<file path="src/rtl/sccb_master.sv">
// Native SCCB master for Omnivision camera register access: 3-phase write, or
// 2-phase write followed by 2-phase read, driving registered SIOC/SIOD pins.
module sccb_master #(
  parameter int CLK_FREQ  = 100_000_000,
  parameter int SCCB_FREQ = 100_000,
  parameter int DIVIDER   = CLK_FREQ / (4 * SCCB_FREQ)
) (
  input  logic       i_clk,
  input  logic       i_rstn,
  input  logic       i_start,
  input  logic       i_rw,
  input  logic [7:0] i_id,
  input  logic [7:0] i_addr,
  input  logic [7:0] i_wdata,
  output logic       o_ready,
  output logic       o_done,
  output logic [7:0] o_rdata,
  output logic       o_ack_err,
  output logic       o_sioc,
  output logic       o_siod_o,
  output logic       o_siod_t,
  input  logic       i_siod_i
);

  localparam logic [2:0] IDLE    = 3'd0;
  localparam logic [2:0] START   = 3'd1;
  localparam logic [2:0] BYTE    = 3'd2;
  localparam logic [2:0] STOP    = 3'd3;
  localparam logic [2:0] BUSFREE = 3'd4;

  localparam int DW = (DIVIDER > 1) ? $clog2(DIVIDER) : 1;
  localparam logic [DW-1:0] DIV_LAST = DW'(DIVIDER - 1);

  if (DIVIDER < 1) begin : g_divider_check
    $error("sccb_master: DIVIDER must be at least 1");
  end

  logic [2:0]    state;
  logic [1:0]    q;
  logic [DW-1:0] div_cnt;
  logic [3:0]    bit_cnt;
  logic [1:0]    byte_cnt;
  logic          busy;
  logic          fin;
  logic          rd_phase;
  logic          samp_pend;
  logic          rw_r;
  logic [6:0]    id_r;
  logic [7:0]    addr_r;
  logic [7:0]    wdata_r;
  logic [6:0]    shreg;
  logic [7:0]    tx_byte;
  logic          tick;
  logic          last_byte;
  logic          rx_byte;
  logic          sioc_n;
  logic          siod_o_n;
  logic          siod_t_n;
  logic          id_lsb_unused;

  assign id_lsb_unused = i_id[0];

  assign tick      = busy && (div_cnt == DIV_LAST);
  assign last_byte = (rw_r || rd_phase) ? (byte_cnt == 2'd1) : (byte_cnt == 2'd2);
  assign rx_byte   = rd_phase && (byte_cnt == 2'd1);

  always_comb begin
    tx_byte = {id_r, 1'b0};
    if (rd_phase)               tx_byte = {id_r, 1'b1};
    else if (byte_cnt == 2'd1)  tx_byte = addr_r;
    else if (byte_cnt == 2'd2)  tx_byte = wdata_r;
  end

  always_comb begin
    sioc_n   = 1'b1;
    siod_o_n = 1'b0;
    siod_t_n = 1'b1;
    case (state)
      START: begin
        sioc_n   = (q != 2'd3);
        siod_o_n = ~q[1];
        siod_t_n = 1'b0;
      end
      BYTE: begin
        sioc_n = q[1];
        // 9th slot: slave X bit (released) or master NA=1 after the read byte
        if (bit_cnt == 4'd8) begin
          if (rx_byte) begin
            siod_t_n = 1'b0;
            siod_o_n = 1'b1;
          end
        end else if (!rx_byte) begin
          siod_t_n = 1'b0;
          siod_o_n = tx_byte[3'd7 - bit_cnt[2:0]];
        end
      end
      STOP: begin
        sioc_n   = (q != 2'd0);
        siod_o_n = (q == 2'd3);
        siod_t_n = 1'b0;
      end
      default: ;
    endcase
  end

  always_ff @(posedge i_clk or negedge i_rstn) begin
    if (!i_rstn) begin
      o_sioc   <= 1'b1;
      o_siod_o <= 1'b0;
      o_siod_t <= 1'b1;
    end else begin
      o_sioc   <= sioc_n;
      o_siod_o <= siod_o_n;
      o_siod_t <= siod_t_n;
    end
  end

  always_ff @(posedge i_clk or negedge i_rstn) begin
    if (!i_rstn) begin
      state     <= IDLE;
      q         <= '0;
      div_cnt   <= '0;
      bit_cnt   <= '0;
      byte_cnt  <= '0;
      busy      <= 1'b0;
      fin       <= 1'b0;
      rd_phase  <= 1'b0;
      samp_pend <= 1'b0;
      rw_r      <= 1'b0;
      id_r      <= '0;
      addr_r    <= '0;
      wdata_r   <= '0;
      shreg     <= '0;
      o_ready   <= 1'b1;
      o_done    <= 1'b0;
      o_rdata   <= '0;
      o_ack_err <= 1'b0;
    end else begin
      o_done <= 1'b0;
      fin    <= 1'b0;
      if (fin) begin
        o_done  <= 1'b1;
        o_ready <= 1'b1;
      end

      if (o_ready && i_start) begin
        o_ready   <= 1'b0;
        busy      <= 1'b1;
        state     <= START;
        q         <= '0;
        div_cnt   <= '0;
        bit_cnt   <= '0;
        byte_cnt  <= '0;
        rd_phase  <= 1'b0;
        rw_r      <= i_rw;
        id_r      <= i_id[7:1];
        addr_r    <= i_addr;
        wdata_r   <= i_wdata;
        o_ack_err <= 1'b0;
      end

      if (busy) begin
        div_cnt   <= tick ? '0 : div_cnt + 1'b1;
        // Sampling is delayed one clock so it lands on the pin-level q2->q3 edge
        samp_pend <= tick && (q == 2'd2) && (state == BYTE);

        if (samp_pend) begin
          if (bit_cnt == 4'd8) begin
            if (!rx_byte && i_siod_i) o_ack_err <= 1'b1;
          end else if (rx_byte) begin
            shreg <= {shreg[5:0], i_siod_i};
            if (bit_cnt == 4'd7) o_rdata <= {shreg, i_siod_i};
          end
        end

        if (tick) begin
          if (q != 2'd3) begin
            q <= q + 2'd1;
          end else begin
            q <= '0;
            case (state)
              START: begin
                state   <= BYTE;
                bit_cnt <= '0;
              end
              BYTE: begin
                if (bit_cnt == 4'd8) begin
                  bit_cnt <= '0;
                  if (last_byte) state <= STOP;
                  else           byte_cnt <= byte_cnt + 2'd1;
                end else begin
                  bit_cnt <= bit_cnt + 4'd1;
                end
              end
              STOP: state <= BUSFREE;
              BUSFREE: begin
                if (rw_r && !rd_phase) begin
                  rd_phase <= 1'b1;
                  byte_cnt <= '0;
                  state    <= START;
                end else begin
                  state <= IDLE;
                  busy  <= 1'b0;
                  fin   <= 1'b1;
                end
              end
              default: begin
                state <= IDLE;
                busy  <= 1'b0;
                fin   <= 1'b1;
              end
            endcase
          end
        end
      end
    end
  end

endmodule

</file>
<file path="config.mk">
export PLATFORM = sky130hd
export DESIGN_NAME = sccb_master
export DESIGN_NICKNAME = d
export VERILOG_FILES = /design/src/rtl/sccb_master.sv
export SDC_FILE = /design/constraint.sdc
export NUM_CORES = 1
export LEC_CHECK = 0
export ABC_CLOCK_PERIOD_IN_PS = 2000
export CAP_MARGIN = 20
export CORE_UTILIZATION = 50
export CTS_CLUSTER_DIAMETER = 80
export DETAILED_ROUTE_END_ITERATION = 12
export GPL_TIMING_DRIVEN = 0
export PLACE_DENSITY_LB_ADDON = 0.25
export SYNTH_ARGS = -nofsm -noshare
export SYNTH_HDL_FRONTEND = slang
export SYNTH_SLANG_ARGS = --single-unit
</file>
<file path="constraint.sdc">
create_clock -name i_clk -period 2 [get_ports i_clk]
set_input_delay 0.2 -clock i_clk [delete_from_list [all_inputs] [get_ports i_clk]]
set_output_delay 0.2 -clock i_clk [all_outputs]
set_load 0.1 [all_outputs]
</file>
==> impl_metrics.env <==
export IMPL_overflow=0
export IMPL_clockBufferDepth=2
export IMPL_avgSynthCellArea_um2=11.3
export IMPL_hpwl_um=4540
export IMPL_max_clock_freq_mhz=505
export IMPL_ir_worst_vdd_uv=509
export IMPL_async_reset_ff_share_pct=100
export IMPL_worstPathMaxFanout=8
export IMPL_top_layer_used="met4"
export IMPL_post_drt_wl_per_cell_um=15.4
export IMPL_die_width_um=83.9
export IMPL_slew_viol_final=0
export IMPL_worstSkewPairLatency_ns=0.34
export IMPL_power_total_w=0.00316
export IMPL_relSlewSlack_pct=34.9
export IMPL_p_sw_share_pct=29.2
export IMPL_finalSetupTns_ns=0
export IMPL_die_y_um=83.9
export IMPL_cts_buffers=9
export IMPL_post_synth_top_area_cell="dfrtp_1"
export IMPL_tightest_slew_ns=0.975
export IMPL_rows=29
export IMPL_wl_met1_um=3100
export IMPL_synth_fp_nets=337
export IMPL_wl_met2_um=3250
export IMPL_p_leak_nw=1.85
export IMPL_fillers=521
export IMPL_cp_end_kind="flop"
export IMPL_maxCapViolations=0
export IMPL_initial_core_util_pct=52.3
export IMPL_synth_seq_cells=68
export IMPL_cts_root_buf="clkbuf_8"
export IMPL_whs_path_depth=0
export IMPL_drt_pre_antenna_iters=8
export IMPL_whs_ns=0.385
export IMPL_internal_power_w=0.00224
export IMPL_via_count=2442
export IMPL_cp_arrival_ns=2.18
export IMPL_grt_pass1_vias=2436
export IMPL_period_share_pct=98.9
export IMPL_syn_instance_count=298
export IMPL_antenna_found_initial=0
export IMPL_grt_pass1_wl_um=11600
export IMPL_yosysUniqueCellTypes=54
export IMPL_outcome="finished with violations"
export IMPL_final_cells=439
export IMPL_min_period_ns=1.98
export IMPL_cts_tree="built"
export IMPL_pwr_share_seq_pct=51.4
export IMPL_drt_initial_drc_count=106
export IMPL_yosysWarnings=0
export IMPL_synth_edf_count=0
export IMPL_path_clk_slew_ns=0.08
export IMPL_syn_area_mm2=0.00336
export IMPL_netlist_top_cells_area="dfrtp_1 (48%), mux2_2 (14%), ha_1 (3.7%)"
export IMPL_violations="DRC"
export IMPL_p_comb_share_pct=16.5
export IMPL_cts_sinks=68
export IMPL_io_buffers=41
export IMPL_drc=2
export IMPL_clockPowerShare_pct=32.1
export IMPL_core_mm2=0.00642
export IMPL_skew_ns=0.00855
export IMPL_finalWorstSetupSlack_ns=0.0210
export IMPL_area_growth_pct=23.9
export IMPL_synthFlopType="dfrtp_1"
export IMPL_diodes=0
export IMPL_grt_start_max_net_pins=69
export IMPL_hold_class="reg2reg"
export IMPL_path_class="reg2reg"
export IMPL_drive_gt1_share_pct=26.5
export IMPL_dr_wl_met3_um=317
export IMPL_drt_total_wl_um=6760
export IMPL_die_area_mm2=0.00705
export IMPL_required_ns=2.20
export IMPL_track_usage_pct=21.3
export IMPL_report_final_hold_viol_count=0
export IMPL_pin_count=43
export IMPL_setup_worst_path_start_class="flop"
export IMPL_gp_congestion=0.855
export IMPL_p_sw_w=0.000925
export IMPL_dp_slack_ns=-0.159
export IMPL_rsz0062_at_grt="yes"
export IMPL_h_tree_depth=3
export IMPL_synth_top_area_share_pct=48.5
export IMPL_reg2reg_depth=7
export IMPL_via_per_inst=5.56
export IMPL_pwr_density_cell_mw_per_mm2=761
export IMPL_place_inst=416
export IMPL_setup_viol=0
export IMPL_nets=396
export IMPL_seq_area_frac_synth_pct=50.8
export IMPL_antenna_left=0
registers in the layout, indices dropped and copies added (netlist names):
name	count
byte_cnt	2
q	2
fin	1
id_r	7
o_rdata	8
wdata_r	8
rw_r	1
o_ready	1
o_done	1
shreg	7
o_ack_err	1
state	3
o_sioc	1
o_siod_t	1
div_cnt	8
addr_r	8
o_siod_o	1
rd_phase	1
busy	1
bit_cnt	4
samp_pend	1
final timing paths:
check	from	endpoint	slack (ns)
min reg2reg	fin$_DFF_PN0_	o_done$_DFF_PN0_	0.39
min in group asynchronous	i_rstn	id_r[0]$_DFFE_PN0P_	0.50
max reg2reg	byte_cnt[0]$_DFF_PN0_	o_siod_o$_DFF_PN0_	0.02
max	byte_cnt[0]$_DFF_PN0_	o_siod_o$_DFF_PN0_	0.02
min	fin$_DFF_PN0_	o_done$_DFF_PN0_	0.39
max in group asynchronous	i_rstn	div_cnt[2]$_DFFE_PN0N_	0.97
placed cells by master (no fill, tap or decap), types with 5 or more instances in the layout:
master / instances
nand2_1: 26
a21oi_1: 8
mux2_2: 43
nand3b_1: 5
nand3_1: 9
dfrtp_1: 65
dlygate4sd2_1: 12
o21ai_0: 19
inv_1: 10
clkbuf_8: 10
clkdlybuf4s50_1: 26
ha_1: 8
buf_4: 7
clkbuf_1: 6
nor2_1: 17
layout make-up:
class / instances / area [um^2] / area share [%]
Sequential cell: 68 / 1710 / 41.1
Multi-Input combinational cell: 206 / 1620 / 38.8
Timing Repair Buffer: 48 / 452 / 10.9
Clock buffer: 11 / 141 / 3.40
Tap cell: 77 / 96.3 / 2.32
Buffer: 13 / 66.3 / 1.59
Inverter: 11 / 41.3 / 0.993
Clock inverter: 5 / 37.5 / 0.903
stage by stage:
stage	cell area (um^2)	utilization [%]
global placement	3870	60.2
floorplan	3360	-
CTS	4080	63.5
detailed placement	3870	60.2
finish	4160	64.8
global route	4160	64.8
worst max-delay path, cell delays in order, from the launching register on:
cell      delay (ns)
dfrtp_1         0.39
ha_1            0.19
buf_2           0.18
or3b_2          0.48
a31oi_1         0.17
o21ai_0         0.10
a31oi_1         0.18
o221ai_1        0.16
what timing repair did:
action	CTS	global route
buffers inserted	2	4
cloned	0	0
pin swaps	2	3
hold buffers	1	0
endpoints found under the setup margin	33	26
endpoints found under the hold margin	65	0
gates resized for setup	20	13
logic make-up (layout without fill, tap and decap cells):
group,count (synthesis),in the layout,share of synthesized area (%)
AOI/OAI and AO/OA,55,55,11.0
and+or+nand+nor,90,90,14.8
muxes,46,46,15.3
adders and majority gates,10,10,3.73
buffers and inverters,24,88,3.06
DFF,68,68,50.8
xor gates and xnor gates,5,5,1.30
layer usage:
layer / global-route usage (%) / up-vias
met1: 27.9 / 1190
met4: 6.43 / 0
met2: 33.9 / 55
li1: - / 1187
met5: 0 / -
met3: 6.82 / 10
Yosys cell counts (all sizes together), types with 2 or more instances:
master  count
dfrtp      65
mux2       43
nand2      26
o21ai      21
nor2       17
inv        11
ha         10
nand3       9
a21oi       8
clkbuf      7
buf         6
nor3        6
nand3b      5
o31ai       5
xnor2       4
a31oi       3
and3        3
dfstp       3
mux2i       3
nand2b      3
nand4       3
nor4        3
a221oi      2
a22o        2
a22oi       2
a31o        2
and2        2
nand4b      2
nor2b       2
nor3b       2
o21bai      2
or3         2
or3b        2
power groups by stage:
stage               sequential [W]  combinational [W]  clock, W
global placement           0.00164           0.000469         0
global route               0.00164           0.000587   0.00111
finish                     0.00163           0.000523   0.00101
floorplan                  0.00167           0.000275         0
detailed placement         0.00164           0.000482         0
CTS                        0.00162           0.000484   0.00104
Note: power is estimated with default switching activity, not from simulation.
